File: config.mk
export PLATFORM = sky130hd
export DESIGN_NAME = crossbar_2x2_sched
export DESIGN_NICKNAME = d
export VERILOG_FILES = /design/src/rtl/crossbar_2x2_sched.sv
export SDC_FILE = /design/constraint.sdc
export NUM_CORES = 1
export LEC_CHECK = 0
export CAP_MARGIN = 40
export CELL_PAD_IN_SITES_DETAIL_PLACEMENT = 1
export CELL_PAD_IN_SITES_GLOBAL_PLACEMENT = 1
export CORE_MARGIN = 3
export CORE_UTILIZATION = 38
export DETAILED_ROUTE_END_ITERATION = 10
export GPL_ROUTABILITY_DRIVEN = 0
export PLACE_DENSITY_LB_ADDON = 0.1
export SLEW_MARGIN = 20
export SYNTH_ARGS = -nofsm -noshare
export SYNTH_HDL_FRONTEND = slang
export SYNTH_SLANG_ARGS = --single-unit
File: constraint.sdc
create_clock -name clk -period 2.1 [get_ports clk]
set_input_delay 0.63 -clock clk [delete_from_list [all_inputs] [get_ports clk]]
set_output_delay 0.63 -clock clk [all_outputs]
set_load 0.03 [all_outputs]
File: src/rtl/crossbar_2x2_sched.sv
// Two-input, two-output crossbar with one-entry input holds, registered outputs,
// per-output round-robin arbitration and a saturating contention counter.
module crossbar_2x2_sched #(
    parameter int DW = 4
) (
    input  logic          clk,
    input  logic          rst,
    input  logic          in1_valid,
    input  logic [DW-1:0] in1_data,
    input  logic          in1_dest,
    output logic          in1_ready,
    input  logic          in2_valid,
    input  logic [DW-1:0] in2_data,
    input  logic          in2_dest,
    output logic          in2_ready,
    output logic          out1_valid,
    output logic [DW-1:0] out1_data,
    output logic          out1_src,
    input  logic          out1_ready,
    output logic          out2_valid,
    output logic [DW-1:0] out2_data,
    output logic          out2_src,
    input  logic          out2_ready,
    output logic [7:0]    conflicts
);

    logic [1:0]    in_valid;
    logic [1:0]    in_dest;
    logic [1:0]    in_ready;
    logic [1:0]    out_ready;
    logic [DW-1:0] in_data [2];

    logic [1:0]    hold_full_reg;
    logic [1:0]    hold_dest_reg;
    logic [DW-1:0] hold_data_reg [2];

    logic [1:0]    out_valid_reg;
    logic [1:0]    out_src_reg;
    logic [DW-1:0] out_data_reg [2];
    logic [1:0]    ptr_reg;
    logic [7:0]    conflicts_reg;

    logic [1:0]    req [2];
    logic [1:0]    free;
    logic [1:0]    contend;
    logic [1:0]    grant;
    logic [1:0]    win;
    logic [1:0]    gnt_in;

    assign in_valid   = {in2_valid, in1_valid};
    assign in_dest    = {in2_dest, in1_dest};
    assign out_ready  = {out2_ready, out1_ready};
    assign in_data[0] = in1_data;
    assign in_data[1] = in2_data;

    genvar gi;
    generate
        for (gi = 0; gi < 2; gi++) begin : g_arb
            localparam logic SEL = (gi == 1);
            assign req[gi]     = {hold_full_reg[1] && (hold_dest_reg[1] == SEL),
                                  hold_full_reg[0] && (hold_dest_reg[0] == SEL)};
            assign free[gi]    = !out_valid_reg[gi] || out_ready[gi];
            assign contend[gi] = &req[gi];
            assign grant[gi]   = free[gi] && (|req[gi]);
            // Pointer only matters under contention; otherwise the lone requester wins.
            assign win[gi]     = contend[gi] ? ptr_reg[gi] : req[gi][1];
        end

        for (gi = 0; gi < 2; gi++) begin : g_in
            localparam logic SEL = (gi == 1);
            assign gnt_in[gi]   = (grant[0] && (win[0] == SEL)) ||
                                  (grant[1] && (win[1] == SEL));
            assign in_ready[gi] = !hold_full_reg[gi] || gnt_in[gi];
        end
    endgenerate

    always_ff @(posedge clk or posedge rst) begin
        if (rst) begin
            hold_full_reg <= 2'b00;
            hold_dest_reg <= 2'b00;
            out_valid_reg <= 2'b00;
            out_src_reg   <= 2'b00;
            ptr_reg       <= 2'b00;
            conflicts_reg <= 8'd0;
            for (int i = 0; i < 2; i++) begin
                hold_data_reg[i] <= '0;
                out_data_reg[i]  <= '0;
            end
        end else begin
            for (int i = 0; i < 2; i++) begin
                // A refill at the same edge as the grant keeps the hold full.
                if (in_valid[i] && in_ready[i]) begin
                    hold_full_reg[i] <= 1'b1;
                    hold_data_reg[i] <= in_data[i];
                    hold_dest_reg[i] <= in_dest[i];
                end else if (gnt_in[i]) begin
                    hold_full_reg[i] <= 1'b0;
                end

                if (grant[i]) begin
                    out_valid_reg[i] <= 1'b1;
                    out_src_reg[i]   <= win[i];
                    out_data_reg[i]  <= win[i] ? hold_data_reg[1] : hold_data_reg[0];
                    if (contend[i])
                        ptr_reg[i] <= ~win[i];
                end else if (out_ready[i]) begin
                    out_valid_reg[i] <= 1'b0;
                end
            end

            if ((|contend) && (conflicts_reg != 8'hFF))
                conflicts_reg <= conflicts_reg + 8'd1;
        end
    end

    assign in1_ready  = in_ready[0];
    assign in2_ready  = in_ready[1];
    assign out1_valid = out_valid_reg[0];
    assign out1_data  = out_data_reg[0];
    assign out1_src   = out_src_reg[0];
    assign out2_valid = out_valid_reg[1];
    assign out2_data  = out_data_reg[1];
    assign out2_src   = out_src_reg[1];
    assign conflicts  = conflicts_reg;

endmodule

# [After elaboration in Yosys (flattened, before gate mapping)]
# Cells that the tools add are included.
[word_totals] elab_cells=67 ff_bits=34
[classes] bitwise_logic=4 n_eq_ne=1 add_sub_neg=1 reduce_logical=34 n_mux=12
[op_table] op="$logic_and 1x1->1" count=13
[op_table] op="$mux 1" count=10
[op_table] op="$add 8x1->8 const B" count=1
[op_table] op="$mux 4" count=2
[op_table] op="$ne 8x8->1 const B" count=1
[op_table] op="$reduce_bool 2->1" count=4
[op_table] op="$logic_or 1x1->1" count=6
[op_table] op="$reduce_and 3->1" count=2
[op_table] op="$reduce_or 2->1" count=3
[op_table] op="$logic_not 1->1" count=4
[op_table] op="$not 1->1" count=4
[op_table] op="$reduce_and 2->1" count=2

# [Depth between registers and ports, before layout]
# Gate-level depths: netlist of the first run.
[logic_depth] ltp_word=10 ltp_mapped=5 ltp_nobuf=5

# [Worst setup path after synthesis of the first run]
# Ideal clock, no wire load.
[synth_timing] path_kind="input to output" startpoint="in out2_ready" endpoint="out in1_ready" path_stages=3 slack_ns=0.086 t_required_ns=1.470 arrival_ns=1.384 path_buffers=0 cell_sequence="nand2b_1 -> and3_1 -> or2_2"
[synth_via] elab_chain_cells=5
[synth_lines] item="start: declaration" line="23" source="input logic out2_ready,"
[synth_lines] item="$logic_or 1x1->1" line="62" source="assign free[gi] = !out_valid_reg[gi] || out_ready[gi];"
[synth_lines] item="$logic_and 1x1->1" line="64" source="assign grant[gi] = free[gi] && (|req[gi]);"
[synth_lines] item="$logic_and 1x1->1" line="72" source="(grant[1] && (win[1] == SEL));"
[synth_lines] item="$logic_or 1x1->1" line="71" source="assign gnt_in[gi] = (grant[0] && (win[0] == SEL)) ||"
[synth_lines] item="$logic_or 1x1->1" line="73" source="assign in_ready[gi] = !hold_full_reg[gi] || gnt_in[gi];"
[synth_lines] item="end: declaration" line="11" source="output logic in1_ready,"
# Every way passes these cells.

# [Worst setup path after layout of the first run]
[layout_timing] startpoint="reg hold_dest_reg[0]" endpoint="out in2_ready"
[layout_via] elab_chain_cells=7 elab_cells_between_ends=15 cone_classes="2 x mux; 1 x bitwise; 12 x reduce/logical"
[layout_lines] item="start: declaration" line="34" source="logic [1:0] hold_dest_reg;"
[layout_lines] item="start signal: indexed assignment" line="95" source="hold_dest_reg[i] <= in_dest[i];"
[layout_lines] item="$not 1->1" line="61" source="hold_full_reg[0] && (hold_dest_reg[0] == SEL)};"
[layout_lines] item="$logic_and 1x1->1" line="61"
[layout_lines] item="$reduce_and 2->1 / $reduce_or 2->1 (equally long branches)" line="63, 64"
[layout_lines] item="$mux 1 / $logic_and 1x1->1 (equally long branches)" line="66, 64"
[layout_lines] item="$logic_and 1x1->1" line="71"
[layout_lines] item="$logic_or 1x1->1 *" line="71"
[layout_lines] item="$logic_or 1x1->1 *" line="73"
[layout_lines] item="end: declaration" line="15" source="output logic in2_ready,"
# Mark *: on every way between the ends. The rest lies on a longest branch, timed or not.

==> results of run 1 <==
-- power by group through the flow --
stage          registers [W]  clock network, W  logic (W)
5_1_grt              0.00129          0.000495    0.00263
4_1_cts              0.00123          0.000471    0.00235
6_report             0.00125          0.000455    0.00247
2_1_floorplan        0.00148                 0   0.000927
3_3_place_gp         0.00120                 0    0.00203
3_5_place_dp         0.00122                 0    0.00213
-- timing repair --
item | in CTS | in global routing
pin swaps | 4 | 4
gates resized for setup | 31 | 5
buffers inserted | 12 | 3
endpoints found under the setup margin | 7 | 4
-- metrics by stage --
stage | std cells | hold WS, ns
2_1_floorplan | 138 | 0.461
3_3_place_gp | 243 | 0.457
3_5_place_dp | 243 | 0.469
4_1_cts | 261 | 0.489
5_1_grt | 264 | 0.509
6_report | 264 | 0.486
-- per-layer routing --
layer	part of all wire [%]	global-route usage (%)
met3	5.8	5.04
met2	53	37.2
met1	39	23.0
met5	0	0
met4	2.2	10.2
-- synthesized netlist by cell type --
| library cell | number |
|---|---|
| dfrtp_1 | 34 |
| nand2_1 | 22 |
| a22oi_1 | 8 |
| xnor2_1 | 8 |
| nand3_1 | 6 |
| and3_1 | 5 |
| mux2_2 | 5 |
| mux2_4 | 5 |
| inv_1 | 4 |
| nand4_1 | 4 |
| nor2b_1 | 4 |
| nor3b_1 | 4 |
| a21o_1 | 3 |
| o21ai_0 | 3 |
| a21oi_1 | 2 |
| buf_4 | 2 |
| nand2b_1 | 2 |
| o2111a_1 | 2 |
| xor2_1 | 2 |
| a21boi_0 | 1 |
| a31o_4 | 1 |
| and2_1 | 1 |
| and3b_1 | 1 |
| buf_2 | 1 |
| ha_1 | 1 |
| nor3_1 | 1 |
| o211ai_1 | 1 |
| o21ai_2 | 1 |
| o31ai_1 | 1 |
| or2_2 | 1 |
| or3_1 | 1 |
| or3_4 | 1 |
-- cell type report --
class,count,area share (%)
sequential,34,35.4
multi-input combinational,97,31.0
timing repair buffer,74,27.2
clock buffer,5,2.86
tap,48,2.49
inverter,4,0.624
clock inverter,2,0.416
-- placed cells by master (no fill, tap or decap), types with 5 or more instances in the layout --
cell type	count
nand2_1	21
clkbuf_8	5
a22oi_1	8
xnor2_1	8
mux2_2	5
buf_4	34
buf_6	5
clkdlybuf4s50_1	29
nand3_1	5
mux2_4	5
dfrtp_1	33
-- cell families after synthesis --
kind of cell	share of synthesized area, %
fa+ha+maj	0.794
simple gates	17.8
xor+xnor	5.56
mux	8.33
compound gates	11.3
flops	54.0
buf+inv	2.22
-- final timing paths --
kind,startpoint,to,slack (ns),cells past startpoint
max,hold_dest_reg[0]$_DFFE_PP0P_,in2_ready,-0.09,5
min,out_src_reg[0]$_DFFE_PP0N_,out_src_reg[0]$_DFFE_PP0N_,0.49,1
max reg2reg,hold_dest_reg[0]$_DFFE_PP0P_,hold_data_reg[1]$_DFFE_PP0P_,-0.04,10
min reg2reg,out_src_reg[0]$_DFFE_PP0N_,out_src_reg[0]$_DFFE_PP0N_,0.49,1
max in group asynchronous,rst,hold_full_reg[0]$_DFFE_PP0P_,1.02,3
min in group asynchronous,rst,out_valid_reg[1]$_DFFE_PP0P_,0.75,3
-- critical path, cell delays in order (launching register included) --
cell	delay [ns]
dfrtp_1	0.42
buf_4	0.17
nor3b_4	0.22
or3_4	0.18
nand3_2	0.10
buf_6	0.18
==> impl_results.md, run 1 <==
- Vias in the first global route: 1577
- Longest Clk Path Bufs: 2
- DRT Pass-1 Iters: 4
- Post-route ant nets: 0
- MaxCap Viol Count: 0
- Outcome: finished, violations left
- Largest net degree at the start of global routing: 35
- Worst Max-Slew Pin Slew: 0.715 ns
- Area Growth Syn to Fin: 52.7%
- Worst skew pair latency: 0.29 ns
- Syn avg cell area: 11.4 sq um
- Peak VDD IR: 1030 uV
- Synth area leader: dfrtp_1
- Worst setup path category: flip-flop to primary output
- Logic gate share of total power: 59.2%
- Fill cell count: 392
- P_int: 0.00242 W
- Startpoint types: flip-flop
- Port bufs: 37
- Pwr Total: 0.00417 W
- Final worst path period share: 104%
- Synth Net Count: 155
- Post-DR vias/cell: 5.29
- Worst-path fanout max: 3
- Static Leak: 1.15 nW
- Clock power frac: 10.9%
- Die Width: 70.4 um
- Minimum clock period: 2.19 ns
- Sequential fraction of the synthesis area: 54.0%
- Fin nets: 233
- Sequential Power Share: 29.9%
- Core area: 3830 sq um
- Clock root buffer: clkbuf_8
- Register Area: 852 sq um
- Final TNS setup: -0.344 ns
- Initial DRC Count: 46
- Overflow after GRT: 0
- Via count: 1396
- Mapped cell area: 1580 sq um
- Pre-CTS setup slack: -0.868 ns
- Synth unique cells: 32
- Max frequency: 457 MHz
- Share of cells above drive strength 1: 32.9%
- Die span in y: 70.4 um
- CTS clock-pin slew for the worst setup and hold paths: 0.07 ns
- Synth warnings: 0
- Req. time, crit path: 1.47 ns
- H-tree levels: 2
- Final Core Density: 62.9%
- Global Route Usage Sum: 20.9%
- Ant diodes: 0
- IO Pins: 38
- Clock sinks: 34
- Worst Clk Skew: 0.00596 ns
- Multi-input logic area: 747 sq um
- Failing checks: negative setup slack
- Crit path arrival time: 1.56 ns
- Wire per inst: 19.0 um
- Worst setup EP type: primary output
- Slew Viols, Final: 0
- Antenna violations before repair: 0
- Setup violators final: 7
- Final setup margin: -0.0858 ns
- Global-route wire length before repair: 7980 um
- Detailed placement HPWL: 3240 um
- Core Rows: 22
- Mapped Cells: 138
- # DRC: 0
- Full die area: 4960 sq um
- WL final: 5020 um
- Final hold vios: 0
- Placed cell areas: 2160 sq um
- Synth top area cells: dfrtp_1 54%, nand2_1 5.2%, mux2_4 4.8%, xnor2_1 4.4%, a22oi_1 3.8%
- Post-route cell area: 2410 sq um
- Number of synthesized register bits: 34
- CTS tree: done
- Switching share of power: 41.8%
- Switch Pwr: 0.00174 W
- PD cells: 1730 nW/um^2
- Synth top area share: 54.0%
- RSZ-0062 raised after global routing: yes
- Hold buffer count at cts: 0
- Slew HR: 51.8%
- Hold Crit Class: flip-flop to flip-flop
- CTS buffer count: 5
- Starting Density: 41.2%
Power figures use the tool's default switching activity.
==> run 2, diff against run 1 <==
- GPL_TIMING_DRIVEN: unset -> 0
==> run 2 against run 1 <==
Against the previous run:
- the run still ends with negative setup slack left
- die area is the same
- sequential cell count is the same
- via count shrank 4.4%
- sequential share of layout area grew 0.80 points
- critical path type unchanged
==> impl_results.md, run 2 (synthesis gave the netlist of run 1 again) <==
- Vias in the first global route: 1449
- Outcome: finished, violations left
- Clock power frac: 14.2%
- P_int: 0.00246 W
- Post-route insts no fill: 253
- Most used cell, CP: buf_6
- Req. time, crit path: 1.47 ns
- Global-route wire length before repair: 7070 um
- DRT Pass-1 Iters: 4
- Setup violators final: 2
- Die Width: 70.4 um
- Starting Density: 41.2%
- Fin nets: 221
- Hold Crit Class: flip-flop to flip-flop
- DP Cell Count: 223
- IO Pins: 38
- Detailed placement HPWL: 2780 um
- Crit path arrival time: 1.50 ns
- Slew HR: 52.8%
- Logic gate share of total power: 55.9%
- Final hold vios: 0
- CTS tree: done
- Worst skew pair latency: 0.29 ns
- Clock sinks: 34
- Post-DR vias/cell: 5.28
- Area Growth Syn to Fin: 49.8%
- Worst setup path category: flip-flop to primary output
- PD cells: 1750 nW/um^2
- Largest net degree at the start of global routing: 35
- H-tree levels: 2
- CTS buffer count: 5
- Wire per inst: 17.5 um
- Placed cell areas: 2010 sq um
- Final worst path period share: 101%
- RSZ-0062 raised after global routing: yes
- Global Route Usage Sum: 18.6%
- MaxCap Viol Count: 0
- Switching share of power: 40.5%
- WL final: 4420 um
- Ant diodes: 0
- Hold buffer count at cts: 0
- Max frequency: 469 MHz
- CP max stage cell: dfrtp_1
- Worst Clk Skew: 0.00436 ns
- Most frequent cells in the layout: 31 x dfrtp_1, 31 x clkdlybuf4s50_1, 23 x buf_4
- Die span in y: 70.4 um
- Port bufs: 37
- Crit path max-delay family: flip-flops
- Initial DRC Count: 35
- Pwr Total: 0.00414 W
- Post-route cell area: 2360 sq um
- Antenna violations before repair: 0
- Pre-CTS setup slack: -0.995 ns
- Startpoint types: flip-flop
- Switch Pwr: 0.00168 W
- Overflow after GRT: 0
- Failing checks: negative setup slack
- Via count: 1335
- CTS clock-pin slew for the worst setup and hold paths: 0.07 ns
- Buffers & Inverters on Critical Path: 3
- Worst setup EP type: primary output
- # DRC: 0
- Post-route ant nets: 0
- Max stage delay on crit path: 0.40 ns
- Worst-path fanout max: 8
- Share of cells above drive strength 1: 29.8%
- Minimum clock period: 2.13 ns
- Final setup margin: -0.0307 ns
- Core area: 3830 sq um
- Clock root buffer: clkbuf_8
- Core Rows: 22
- Longest Clk Path Bufs: 2
- Full die area: 4960 sq um
- Crit-path cells: buf_6 -> buf_6 -> o31ai_4 -> or2_4 -> buf_6
- Sequential Power Share: 29.9%
- Worst Max-Slew Pin Slew: 0.706 ns
- Peak VDD IR: 948 uV
- R2R setup slack: 0.20 ns
- Static Leak: 1.08 nW
- Fin Hold WS: 0.478 ns
- Slew Viols, Final: 0
run 2: layer usage:
| layer | routed length (um) | track usage [%] |
|---|---|---|
| met5 | 0 | 0 |
| met4 | 103 | 8.72 |
| met3 | 229 | 5.61 |
| met2 | 2250 | 32.3 |
| met1 | 1830 | 20.6 |
run 2: layout make-up:
| cell class | count | area, sq um |
|---|---|---|
| Buffer | 1 | 11.3 |
| Clock buffer | 7 | 76.3 |
| Clock inverter | 1 | 30.0 |
| Fill cell | 389 | 1470 |
| Inverter | 4 | 15.0 |
| Multi-Input combinational cell | 97 | 762 |
| Sequential cell | 34 | 855 |
| Tap cell | 48 | 60.1 |
| Timing Repair Buffer | 61 | 552 |
run 2: tightest hold or removal path, delay by kind of cell, from the launching register on:
| family | cells | cell delay (ns) |
|---|---|---|
| flops | 1 | 0.35 |
| simple gates | 2 | 0.10 |
run 2: power by group through the flow:
stage	Combinational [W]	Sequential, W	Clock (W)
4_1_cts	0.00218	0.00122	0.000608
6_report	0.00232	0.00124	0.000590
3_5_place_dp	0.00185	0.00123	0
3_3_place_gp	0.00180	0.00120	0
5_1_grt	0.00248	0.00129	0.000630
2_1_floorplan	0.000927	0.00148	0
run 2: repair_timing:
| action | CTS | global route |
|---|---|---|
| resized for setup | 37 | 8 |
| endpoints found under the hold margin | 0 | 0 |
| setup buffers | 16 | 8 |
| setup endpoints to repair | 2 | 4 |
| pin swaps | 6 | 5 |
run 2: worst paths after layout:
check	start	endpoint	cells after the start
worst max-delay path	hold_dest_reg[0]$_DFFE_PP0P_	in1_ready	5
worst min-delay path	out2_data[2]$_DFFE_PP0N_	out2_data[2]$_DFFE_PP0N_	2
worst max register to register	hold_full_reg[0]$_DFFE_PP0P_	out1_data[2]$_DFFE_PP0N_	6
worst min register to register	out2_data[2]$_DFFE_PP0N_	out2_data[2]$_DFFE_PP0N_	2
max in group asynchronous	rst	hold_dest_reg[1]$_DFFE_PP0P_	2
min in group asynchronous	rst	conflicts[1]$_DFFE_PP0P_	2
run 2: stage by stage:
step,setup TNS (ns),utilization [%]
6_report,-0.0334,61.7
5_1_grt,-0.164,61.7
4_1_cts,-0.0433,59.7
3_5_place_dp,-3.93,52.5
3_3_place_gp,-4.58,52.5
2_1_floorplan,0,-
